[config.mk]
export PLATFORM = sky130hd
export DESIGN_NAME = fruit_spawner
export DESIGN_NICKNAME = d
export VERILOG_FILES = /design/src/rtl/fruit_spawner.sv
export SDC_FILE = /design/constraint.sdc
export NUM_CORES = 1
export LEC_CHECK = 0
export BUFFER_PORTS_ARGS = -buffer_cell sky130_fd_sc_hd__buf_2
export CAP_MARGIN = 20
export CORE_MARGIN = 8
export CORE_UTILIZATION = 62
export DETAILED_ROUTE_END_ITERATION = 10
export GPL_ROUTABILITY_DRIVEN = 0
export PLACE_DENSITY = 0.87
export SLEW_MARGIN = 5
export SYNTH_ARGS = -nofsm -noshare
export SYNTH_HDL_FRONTEND = slang
export SYNTH_SLANG_ARGS = --single-unit
[constraint.sdc]
create_clock -name clk -period 3.54 [get_ports clk]
set_input_delay 0.708 -clock clk [delete_from_list [all_inputs] [get_ports clk]]
set_output_delay 0.708 -clock clk [all_outputs]
set_load 0.05 [all_outputs]
[src/rtl/fruit_spawner.sv]
// fruit_spawner: owns the three fruit lanes. It advances each fruit's fall
// once per game tick and latches player slices. It reports alive/sliced
// flags and the chk sample strobe to the game control FSM.

// One fruit lane: IDLE / FALL / SLICED / LOST, with registered flags and position.
module fruit_lane #(
  parameter int FALL_STEPS = 16
) (
  input  logic       clk,
  input  logic       rst,
  input  logic       en,     // lane enabled by current level
  input  logic       rise,   // respawn edge (already qualified by en)
  input  logic       tick,   // game tick cycle
  input  logic       hit,    // slice aimed at this lane
  input  logic       step2,  // fast fall (level >= 2)
  input  logic [2:0] xin,    // spawn column chosen for this respawn
  output logic       ac,
  output logic       d,
  output logic [3:0] y,
  output logic [2:0] x
);
  typedef enum logic [1:0] {IDLE, FALL, SLICED, LOST} st_t;
  st_t        st;
  logic [4:0] ny;

  assign ny = {1'b0, y} + (step2 ? 5'd2 : 5'd1);

  // Lane FSM. Priority is disable > respawn > slice > tick.
  always_ff @(posedge clk) begin
    if (rst) begin
      st <= IDLE;
      ac <= 1'b0;
      d  <= 1'b0;
      y  <= '0;
      x  <= '0;
    end else if (!en) begin
      st <= IDLE;
      ac <= 1'b0;
      d  <= 1'b0;
    end else if (rise) begin
      st <= FALL;
      ac <= 1'b1;
      d  <= 1'b0;
      y  <= '0;
      x  <= xin;
    end else if (st == FALL) begin
      if (hit) begin
        st <= SLICED;
        d  <= 1'b1;
      end else if (tick) begin
        if (ny >= 5'(FALL_STEPS)) begin
          st <= LOST;
          ac <= 1'b0;
          y  <= 4'(FALL_STEPS - 1);
        end else begin
          y  <= ny[3:0];
        end
      end
    end
  end
endmodule

module fruit_spawner #(
  parameter int         TICK_DIV   = 1_000_000,
  parameter int         FALL_STEPS = 16,
  parameter logic [7:0] LFSR_SEED  = 8'hA5
) (
  input  logic       clk,
  input  logic       rst,
  input  logic [1:0] level,
  input  logic       rs1,
  input  logic       rs2,
  input  logic       rs3,
  input  logic       slice,
  input  logic [1:0] blade_lane,
  output logic       chk,
  output logic       ac1,
  output logic       ac2,
  output logic       ac3,
  output logic       d1,
  output logic       d2,
  output logic       d3,
  output logic [3:0] y1,
  output logic [3:0] y2,
  output logic [3:0] y3,
  output logic [2:0] x1,
  output logic [2:0] x2,
  output logic [2:0] x3
);
  localparam int NUM_LANES = 3;
  localparam int CW        = $clog2(TICK_DIV);

  logic [CW-1:0]                  cnt;
  logic                           tick;
  logic [7:0]                     lfsr;
  logic [NUM_LANES-1:0]           rs_v, rs_q, en, rise, hit;
  logic [NUM_LANES:0][7:0]        lchain;
  logic [NUM_LANES-1:0][2:0]      xsel, x_v;
  logic [NUM_LANES-1:0][3:0]      y_v;
  logic [NUM_LANES-1:0]           ac_v, d_v;

  // x^8+x^6+x^5+x^4+1 Fibonacci, shifting left.
  function automatic logic [7:0] lfsr_step(input logic [7:0] s);
    return {s[6:0], s[7] ^ s[5] ^ s[4] ^ s[3]};
  endfunction

  assign tick = (cnt == CW'(TICK_DIV - 1));
  assign rs_v = {rs3, rs2, rs1};
  assign en   = {level[1], level != 2'd0, 1'b1};
  assign rise = rs_v & ~rs_q & en;

  // Same-cycle respawns consume consecutive LFSR states in lane order.
  always_comb begin
    lchain[0] = lfsr;
    xsel      = '0;
    hit       = '0;
    for (int i = 0; i < NUM_LANES; i++) begin
      xsel[i]     = (lchain[i][2:0] >= 3'd6) ? lchain[i][2:0] - 3'd6 : lchain[i][2:0];
      lchain[i+1] = rise[i] ? lfsr_step(lchain[i]) : lchain[i];
      hit[i]      = slice && (blade_lane == 2'(i + 1));
    end
  end

  // Tick divider, chk strobe one cycle after the tick cycle, LFSR and rs edge history.
  always_ff @(posedge clk) begin
    if (rst) begin
      cnt  <= '0;
      chk  <= 1'b0;
      lfsr <= LFSR_SEED;
      rs_q <= '0;
    end else begin
      cnt  <= tick ? '0 : cnt + 1'b1;
      chk  <= tick;
      lfsr <= lchain[NUM_LANES];
      rs_q <= rs_v;
    end
  end

  for (genvar g = 0; g < NUM_LANES; g++) begin : g_lane
    fruit_lane #(.FALL_STEPS(FALL_STEPS)) u_lane (
      .clk   (clk),
      .rst   (rst),
      .en    (en[g]),
      .rise  (rise[g]),
      .tick  (tick),
      .hit   (hit[g]),
      .step2 (level[1]),
      .xin   (xsel[g]),
      .ac    (ac_v[g]),
      .d     (d_v[g]),
      .y     (y_v[g]),
      .x     (x_v[g])
    );
  end

  assign {ac3, ac2, ac1} = ac_v;
  assign {d3, d2, d1}    = d_v;
  assign y1 = y_v[0];
  assign y2 = y_v[1];
  assign y3 = y_v[2];
  assign x1 = x_v[0];
  assign x2 = x_v[1];
  assign x3 = x_v[2];
endmodule

==> results.txt, run 1 <==
The flow ran to the end, and the final reports show no timing, DRC or antenna violations. The overall via count from detail_route came out at 2680. For this block, the initial DRC count from the detailed router was 132.

The share of the clock period used by the worst path after layout is 71.3%. The max-slew headroom at the worst pin is 50.5%. The total length of routed wires is 6600 µm. The startpoint class of the critical path is an input pin. The accumulated negative setup slack came out at 0 ns.

At the pin with the least slew margin, the transition time is 0.740 ns. The worst min-delay path category is reg -> reg. The core region area came out at 4790 µm². The total nets after synthesis came out at 381. The dominant cell type by count on the critical path is xnor2_1.

The total inserted antenna cells is 0. The distinct cell type count after synthesis is 46. The critical path is of the in -> reg type. Counting along the longest clock path gives a buffer depth of 2. The hold violation total from the final report is 0.

After detailed routing, the number of vias per cell comes to 5.70. The area growth from synthesis to layout is 12.8%. The first global-routing pass estimated 11100 µm of wire. The die covers 7540 µm².

The number of buffers inserted for hold repair after clock tree synthesis is 0. The total leakage power came out at 0.00141 µW. Timing would allow up to 396 MHz.

Measured on the finished design, the core utilization comes to 73.3%. The initial antenna violation count is 0. The critical path goes through buf_2 > nor2_2 > nor2_1 > buf_4 > xnor2_1 > o221ai_1 > xnor2_1 > xnor2_1 > o21ai_0. The number of flops mapped to enable cells by yosys came out at 0. The first detailed-routing pass ran for 4 iterations. Counting both buffers and inverters, the worst setup path holds a total of 2. Clock-pin slew was measured on the worst setup and hold paths at 0.07 ns.

For this run, the register share of the synthesized area comes to 41.9%. The largest single stage delay on the critical path is 0.51 ns. The tool flagged a number of max-cap violations equal to 0. The layout net count came out at 419. The cell count after synthesis is 361. The type of element capturing the critical path is a register.

The number of flip-flops and latches in the synthesized netlist came out at 65. The clock period could shrink to 2.52 ns. The number of global-route vias before repair is 2488.

Entering global routing, the biggest net connects 34 pins. The average instance in the mapped netlist occupies 8.61 µm². The source-to-sink clock delay at the later pin of the worst-skew pair came out at 0.33 ns. The Yosys step of the flow raised 0 warnings.

The post-synthesis cell area is 3110 µm². The final-report setup violation count came out at 0. After filler insertion, the fill cell instance count of the layout stands at 372.

The number of gates resized after CTS came out at 0. The count of clock tree sinks came out at 65. Along the worst path, the maximum fanout reaches 11. The CTS tree is done. The die is 86.8 µm wide. The number of setup buffers added after CTS came out at 0. The final routed wire length divided by cell count is 14.0 µm. The die span in y is 86.8 µm. The arrival time of data at the critical path endpoint is 2.72 ns. The number of levels the H-tree was split into came out at 3.

The critical path's slowest cell is xnor2_1. For this run, design rule violations remaining after detail routing come to 0. The required time of the worst setup path came out at 3.73 ns.

Broken down by cell family, the worst path's largest delay share belongs to XOR/XNOR gates. The aggregate global-route resource usage came out at 18.3%. Clock tree synthesis selected as its root buffer the cell clkbuf_8. The post-synthesis async set-or-reset flop share is 0%. The max-slew violation count came to 0. The worst-case vdd ir drop is 367 µV. Once detailed placement completed, the half-perimeter wirelength came to 4800 µm. The worst clock skew is 0.00825 ns.

Setup repair after global routing left no endpoint under its margin. The number of input and output port buffers inserted came out at 37. The fraction of layout cells with a size suffix above 1 came out at 16.4%. The most used flip-flop cell after synthesis is dfxtp_1. The initial core utilization came out at 65.0%.

The areal power density over the cells came out at 444 nW/µm². The row count is 25. The number of placed I/O pins came out at 38. Leaving out fill and tap cells, the most frequent cells in the layout are dfxtp_1, nor2_1, buf_2, nand2_1, a21oi_1. The library cell used most frequently in the layout, excluding fill and tap cells, is dfxtp_1. After global routing the overflow that remains totals 0.

The number of routed nets with antenna violations came out at 0. Counting the buffers created by CTS gives 9.
==> registers in the layout, indices dropped and copies added, names as in the netlist <==
| signal | cells |
|---|---|
| g_lane.u_lane.y | 12 |
| rs_q | 3 |
| chk | 1 |
| g_lane.u_lane.x | 9 |
| lfsr | 8 |
| cnt | 20 |
| g_lane.u_lane.ac | 3 |
| g_lane.u_lane.d | 3 |
| g_lane.u_lane.st | 6 |
==> worst paths after layout <==
check                                           start                     to  slack (ns)  depth (start not counted)
worst max-delay path                         level[1]                lfsr[0]        1.02                          9
worst min-delay path            g_lane[0].u_lane.x[1]  g_lane[0].u_lane.x[1]        0.45                          2
worst max register to register                 cnt[7]  g_lane[2].u_lane.y[3]        1.10                          7
worst min register to register  g_lane[0].u_lane.x[1]  g_lane[0].u_lane.x[1]        0.45                          2
==> synthesized netlist by cell type, types with 5 or more instances <==
| cell type | instances | area share (%) |
|---|---|---|
| nor2b_1 | 9 | 1.8 |
| xnor2_1 | 15 | 4.2 |
| clkbuf_1 | 9 | 1.1 |
| a211oi_1 | 10 | 2.4 |
| nor2_1 | 61 | 7.4 |
| nand2_1 | 24 | 2.9 |
| o21ai_0 | 13 | 2.1 |
| xor2_1 | 14 | 3.9 |
| ha_1 | 7 | 2.8 |
| or3_1 | 5 | 1.0 |
| nor3_1 | 13 | 2.1 |
| and3_1 | 9 | 1.8 |
| inv_1 | 10 | 1.2 |
| a21oi_1 | 21 | 3.4 |
| dfxtp_1 | 65 | 42 |
| nand2b_1 | 9 | 1.8 |
| nand3_1 | 16 | 2.6 |
==> per-layer routing <==
metal	vias to the layer above	GRT usage, %	part of all wire, %
met2	79	31.8	48
met3	17	4.06	6.0
met5	-	0	0
met4	0	9.23	2.1
li1	1330	-	-
met1	1254	20.5	44
==> worst min-delay path, cell delays in order, from the launching register on <==
cell	delay, ns
dfxtp_1	0.31
nand2_1	0.05
a21oi_1	0.05
==> area by class of cell <==
class	count	area (µm²)	area share, %
clock inverter	6	36.3	1.03
multi-input combinational	273	1720	49.0
inverter	10	37.5	1.07
clock buffer	9	124	3.53
timing repair buffer	40	208	5.92
sequential	65	1300	37.1
tap	67	83.8	2.39
==> stage by stage <==
step / instance area, µm² / cells / worst slack, ns / hold slack, ns / total power [µW]
after global placement: 3350 / 455 / 0.797 / 0.438 / 1040
after floorplan: 3110 / 361 / 1.34 / 0.426 / 991
final: 3510 / 470 / 1.02 / 0.452 / 1560
after detailed placement: 3350 / 455 / 0.718 / 0.447 / 1040
after CTS: 3510 / 470 / 1.05 / 0.455 / 1560
after global routing: 3510 / 470 / 0.813 / 0.484 / 1620
==> report_power, final <==
part	switching (µW)	total, µW	internal, µW
Clock	280	526	246
Sequential	34.4	796	761
Combinational	147	235	87.6
==> cell families after synthesis <==
logic type,share of synthesized area [%]
compound gates,12.5
flops,41.9
buf+inv,2.90
simple gates,29.5
mux,0.322
fa+ha+maj,4.75
xor+xnor,8.17
Power figures use the tool's default switching activity.
==> run 2: changes to the inputs <==
Settings changed: ABC_AREA set to 1, CORE_UTILIZATION 62 to 59, PLACE_DENSITY 0.87 to 0.83.
Clock period 3.54 ns to 2.45 ns, I/O delays scaled along.
==> run 2 against run 1 <==
Against the previous run:
- synthesized area increased by 12%
- setup slack got worse by 0.45 ns
- clock power increased by 48%
- cell area increased by 11%
==> results.txt, run 2 <==
The flow ran to the end, and the final reports show no timing, DRC or antenna violations. The final-report setup violation count came out at 0. The number of gates resized after CTS came out at 0.

Once the clock tree was built, the setup fixing pass inserted 0 buffers. The register ranked first by flip-flop count is cnt. The critical register-to-register path startpoint is g_lane[2].u_lane.y[0]. The worst clock skew is 0.0117 ns.

The signal on the critical path passes through buf_2 > inv_2 > ha_1 > inv_1 > fa_1 > inv_1 > nand2_1 > nor2_1 > inv_1 > o21ai_0 > nand2_1 > a21oi_1. The total congestion overflow after global routing is 0. Synthesis instantiated 40 different standard cells from the library.

Registers are responsible for 49.3% of the overall power. The pin count of the biggest net entering global routing is 19. The number of placed I/O pins is 38. The synthesized design contains 65 register bits. The detailed router finished its first iteration with 154 violations. The fraction of layout cells with a size suffix above 1 is 16.0%. The layout net count came out at 571. The floorplan has 28 rows. For this design, the CTS-stage hold fixing added 0 buffers. The initial core utilization is 60.0%. Yosys attributes the largest share of cell area to dfxtp_1, nand2_1, inv_1. A synthesized cell averages 6.88 µm². The count of nets left with antenna violations once routing finished came out at 0. The synthesized design contains 0 enable-type register cells.

In the final layout, the registers with the most flip-flops are cnt x20, g_lane.u_lane.y x12, g_lane.u_lane.x x9. The length of the first detailed-routing pass in iterations came out at 5. The full die area is 8630 µm². The H-tree was split into 3 levels. The critical path is of the in -> reg type. The share of the clock period used by the worst path after layout is 76.6%.

The count of buffers added on input and output ports is 37. The final standard cell area without fillers came out at 3910 µm². The per-cell via count in the routed design is 5.22. Summed over all cells, the static leakage comes to 0.00176 µW. Setup repair after global routing left no endpoint under its margin. The placed instances occupy a cell area of 3750 µm².

The worst setup path is launched from an input pin. The final routed wire length divided by cell count is 12.3 µm. The sum of net half-perimeters after detailed placement came out at 5980 µm. The max-slew violation count was 0. The relative contribution of the clock network to total power came out at 33.9%. The most used flip-flop cell after synthesis is dfxtp_1. The maximum fanout encountered on the critical timing path is 4. At the worst endpoint, the arrival time is 2.15 ns. The analysis attributes to net switching a power of 695 µW.

In this run the biggest area consumer among cell types represents 37.3% of the synthesized area. The worst-case vdd ir drop came out at 374 µV. The total inserted antenna cells is 0. The slowest stage of the critical path belongs to the cell fa_1. The aggregate global-route resource usage is 19.4%. The type of element capturing the critical path is a register.

The die is 92.9 µm tall. The clock period minus worst slack is 1.88 ns. For this run, asynchronously set or reset flops after synthesis account for 0%. The cell count after synthesis is 507. By count the netlist is led by nand2_1, dfxtp_1, inv_1, nor2_1, a21oi_1. In the routed design, unresolved DRC markers number 0. Of the synthesized area, sequential elements account for 37.3%. By instance count, the leading cell after synthesis is nand2_1. The source-to-sink clock delay at the later pin of the worst-skew pair is 0.35 ns. Grouping stages by cell kind, the critical path spends the most delay in adder cells. The maximum clock frequency came out at 533 MHz. The hold violation total from the final report came to 0. In this run, CTS created clock tree buffers numbering 9.

The actual slew at the worst max-slew pin is 0.433 ns. The dominant cell type by count on the critical path is inv_1. Adding up every negative setup slack in the final design gives 0 ns.

The start point of the critical path is level[1]. Of all cell types, the one taking the most synthesized area is dfxtp_1. The horizontal die dimension came out at 92.9 µm.

The switching portion of total power came out at 30.3%. The post-synthesis cell area came out at 3490 µm². The max-slew headroom at the worst pin is 71.0%. The worst hold path belongs to the class in -> reg. The count of yosys warnings during synthesis is 0. The first-pass GRT wire length is 13800 µm. The portion of total power attributed to combinational logic came out at 16.8%. The max-capacitance violation count came out at 0.

The register clock-pin slew on the reported worst setup and hold paths is 0.08 ns. The final core utilization came out at 67.3%. The critical path buffer and inverter count is 5. The total nets after synthesis is 527. The number of global-route vias before repair is 3189.

The worst hold path begins at rs2. The buffer cell driving the clock tree root is clkbuf_8. The library cells used most frequently in the layout, excluding fill and tap cells, are nand2_1, dfxtp_1, inv_1, nor2_1, a21oi_1. The overall via count from detail_route is 3286. The most common library cell in the layout ignoring fill and taps is nand2_1.

The core region area is 5820 µm². The initial antenna violation count is 0. Cell internal power was estimated by the tool at 1600 µW. At the worst endpoint, the required time is 2.72 ns. The total length of routed wires came out at 7770 µm. The areal power density over the cells came out at 587 nW/µm². The number of flip-flops under the largest register name came out at 20. The tree built by TritonCTS fans out to 65 sinks. Relative to the synthesized area, the layout overhead comes to 12.1%. The number of buffers between clock root and the deepest sink came out at 2. The highest cell delay on the worst timing path came out at 0.38 ns. TritonCTS built the clock tree.
## run 2: cell type report
cell class                      count  area [µm²]
Clock buffer                       11         141
Clock inverter                      4        20.0
Fill cell                         521        1900
Inverter                           71         267
Multi-Input combinational cell    360        1850
Sequential cell                    65        1300
Tap cell                           75        93.8
Timing Repair Buffer               44         238
## run 2: power by group through the flow
stage | Sequential [µW] | Combinational [µW] | Clock [µW]
after floorplan | 1210 | 247 | 0
after global placement | 1150 | 376 | 0
after detailed placement | 1160 | 384 | 0
after CTS | 1130 | 385 | 794
after global routing | 1140 | 437 | 853
final | 1130 | 385 | 780
## run 2: cell families after synthesis
group           Yosys count  share of synthesized area [%]
compound gates           82                           12.8
xor+xnor                  8                           2.01
fa+ha+maj                10                           4.23
buf+inv                  82                           9.65
flops                    65                           37.3
simple gates            260                           34.0
## run 2: per-layer routing
| layer | GRT usage [%] | routed length [µm] |
|---|---|---|
| met5 | 0 | 0 |
| met4 | 10.5 | 210 |
| met3 | 4.85 | 451 |
| met2 | 30.4 | 3460 |
| met1 | 24.0 | 3650 |
## run 2: worst min-delay path, delay by kind of cell
family	cells	cell delay [ns]
buffers and inverters	2	0.13
AND/OR/NAND/NOR	1	0.08
## run 2: final timing paths
check                                end  slack, ns  cells after the start
setup reg to reg  g_lane[2].u_lane.st[1]       0.59                     10
hold reg to reg                   cnt[0]       0.46                      1
setup / recovery  g_lane[2].u_lane.st[1]       0.57                     12
hold / removal                   rs_q[1]       0.38                      3
## run 2: per-stage QoR
step | std cells | total power [µW] | setup slack [ns] | hold WS, ns
finish | 630 | 2300 | 0.572 | 0.378
global route | 630 | 2430 | 0.286 | 0.382
CTS | 630 | 2310 | 0.603 | 0.371
detailed placement | 615 | 1540 | 0.246 | 0.442
global placement | 615 | 1530 | 0.343 | 0.434
floorplan | 507 | 1450 | 0.366 | 0.418
==> run 3: changes to the inputs <==
Settings changed: ABC_AREA 1 to 0, CORE_UTILIZATION 59 to 52, PLACE_DENSITY 0.83 to 0.78.
Clock period 2.45 ns to 1.6 ns, I/O delays scaled along.
==> run 3 against run 2 <==
Against the previous run:
- the flow now finishes with violations (negative setup slack)
- sequential power grew 56%
- worst hold slack got worse by 0.16 ns
- cell area increased by 17%
- clock skew shrank 0.0048 ns
- clock power grew 74%
- via count down 6.5%
- critical path type is now reg -> reg
- largest cell class unchanged
==> results.txt, run 3 (same netlist as run 1, synthesis figures left out) <==
The flow ran to the end, but the final reports show violations. The checks that failed: negative setup slack. The max-slew headroom at the worst pin is 67.0%. The count of clock tree sinks is 65.

The post-placement cell count came out at 523. The area growth from synthesis to layout came out at 46.8%. The library cell used most frequently in the layout, excluding fill and tap cells, is buf_4. The number of clock buffers inserted by TritonCTS is 9. The per-cell via count in the routed design is 5.54. The category of cells accounting for the largest share of critical-path delay is simple AND/OR/NAND/NOR gates.

The number of buffers inserted for hold repair after clock tree synthesis came out at 0. The number of cells on the worst reg-to-reg path is 8. The largest registers in the layout are cnt x20, g_lane.u_lane.y x12, g_lane.u_lane.x x9.

The routed layout has 3073 vias. The final-report setup violation count is 46. For this configuration, the core starts out at a cell density of 53.1%. The total length of routed wires came out at 9310 µm. The row count is 28. The total inserted antenna cells came out at 0. The final standard cell area without fillers is 4570 µm². The initial antenna violation count is 0. For the worst setup path, the data arrival time is 2.16 ns. After floorplanning, the core was sized to cover 5850 µm².

Across all hold checks on the routed design, the worst slack comes to 0.220 ns. The total leakage power is 0.00187 µW. The areal power density over the cells came out at 872 nW/µm². The fraction of layout cells with a size suffix above 1 came out at 42.3%. The number of global-route vias before repair is 3019.

The maximum clock frequency is 519 MHz. VDD sags by at most 741 µV. The post-place instance area is 3950 µm².

The length of the first detailed-routing pass in iterations is 4. The horizontal die dimension came out at 93.3 µm. CTS built an H-tree with a depth of 3. The min-delay analysis places its worst path in the category in -> reg. For the final database, setup skew stands at 0.00695 ns. The root buffer cell chosen for the clock tree is clkbuf_8. The number of cells traversed by the worst hold path came out at 2.

On the worst path, the slowest cell contributes a delay of 0.32 ns. The first-pass GRT wire length is 13600 µm. Subtracting the final worst setup slack from the clock period gives 1.93 ns. The critical path's slowest cell is dfxtp_2. The final routed wire length divided by cell count came out at 16.8 µm. The startpoint class of the critical path is a register. The max-capacitance violation count came out at 0. The number of stages on the worst setup path came out at 8. At the later pin of the worst-skew pair, clock insertion delay measures 0.35 ns. The post-route worst setup slack came out at -0.327 ns. The full die area is 8710 µm². Setup repair after global routing could not meet its margin everywhere.

The accumulated negative setup slack is -5.88 ns. The pin count of the biggest net entering global routing came out at 20. The number of input and output port buffers inserted is 37. For the worst setup path, the data required time is 1.83 ns. In the final design database the tool counted 495 nets. The number of buffers between clock root and the deepest sink is 2. Of the available clock period, the critical path in the final layout requires 120%. The number of flip-flops under the largest register name came out at 20.

The finished layout holds 555 standard cells, fillers aside. The die span in y came out at 93.3 µm. The residual DRC count came out at 0.

The filler cell count in the final layout came out at 357. TritonCTS built the clock tree. In this run the remaining antenna-violating nets after routing total 0. Leaving out fill and tap cells, the most frequent cells in the layout are buf_4, dfxtp_1, nor2_1, buf_2, nand2_1. In the global route stage, overall resource usage came out at 19.4%. In this run the worst path has a maximum fanout of 5. The total congestion overflow after global routing came out at 0. The max-slew violation count is 0. The register clock-pin slew on the reported worst setup and hold paths is 0.07 ns. The type of element capturing the critical path is a register.

Counting flops per register, the top entry is cnt. The worst setup path is of the reg -> reg kind. The signal on the critical path passes through nor4_2 > nand4_1 > nor4_4 > buf_6 > nand4_4 > nor3b_2 > nor2_1 > a311oi_1. The hold violation total from the final report is 0.

The sum of net half-perimeters after detailed placement came out at 5780 µm. After the first detailed-routing iteration, the DRC count stood at 133. Counting both buffers and inverters, the worst setup path holds a total of 1. The actual slew at the worst max-slew pin is 0.492 ns. The number of placed I/O pins came out at 38. The pre-CTS worst setup slack is -0.362 ns.
==> run 3: changes by cell type in the layout (fill, tap and decap cells not counted), moves of 13 or more <==
cell     before  now
buf_4         7   66
inv_1        63    8
a21oi_1      43   17
o21ai_0      20    7
nand2_1     132   20
==> run 3: cell type report <==
type,count,area [µm²],share of cell area [%]
clock buffers,15,186,4.08
clock inverters,1,7.51,0.164
inverters,10,41.3,0.904
multi-input cells,273,2070,45.3
flip-flops and latches,65,1320,29.0
well taps,75,93.8,2.06
repair buffers,116,845,18.5
==> run 3: path summary, 6_finish.rpt <==
check	startpoint	end	slack, ns
max	cnt[8]	g_lane[2].u_lane.y[3]	-0.33
max reg2reg	cnt[8]	g_lane[2].u_lane.y[3]	-0.33
min	rs3	rs_q[2]	0.22
min reg2reg	g_lane[2].u_lane.x[2]	g_lane[2].u_lane.x[2]	0.46
==> run 3: layer usage <==
metal / GRT usage (%) / share of wire, %
met5: 0 / 0
met3: 4.09 / 5.7
met2: 34.4 / 52
met1: 21.1 / 40
met4: 10.7 / 2.6
==> run 3: repair_timing <==
item / CTS / global route
pin swaps: 13 / 26
gates cloned: 0 / 0
resized for setup: 25 / 41
setup buffers: 9 / 9
setup endpoints to repair: 42 / 48
==> run 3: power breakdown <==
group | internal [µW] | switching [µW]
Sequential | 1680 | 79.6
Combinational | 369 | 488
Clock | 734 | 629
Total | 2780 | 1200
==> run 3: worst register-to-register path, cell delays in order, from the launching register on <==
cell	delay, ns
dfxtp_2	0.32
nor4_2	0.27
nand4_1	0.16
nor4_4	0.18
buf_6	0.17
nand4_4	0.12
nor3b_2	0.22
nor2_1	0.08
a311oi_1	0.29
==> run 3: through the flow <==
stage | power, µW | util [%]
final | 3980 | 78.0
after global placement | 2400 | 67.5
after floorplan | 2220 | -
after detailed placement | 2420 | 67.5
after global routing | 4150 | 78.0
after CTS | 3800 | 73.8
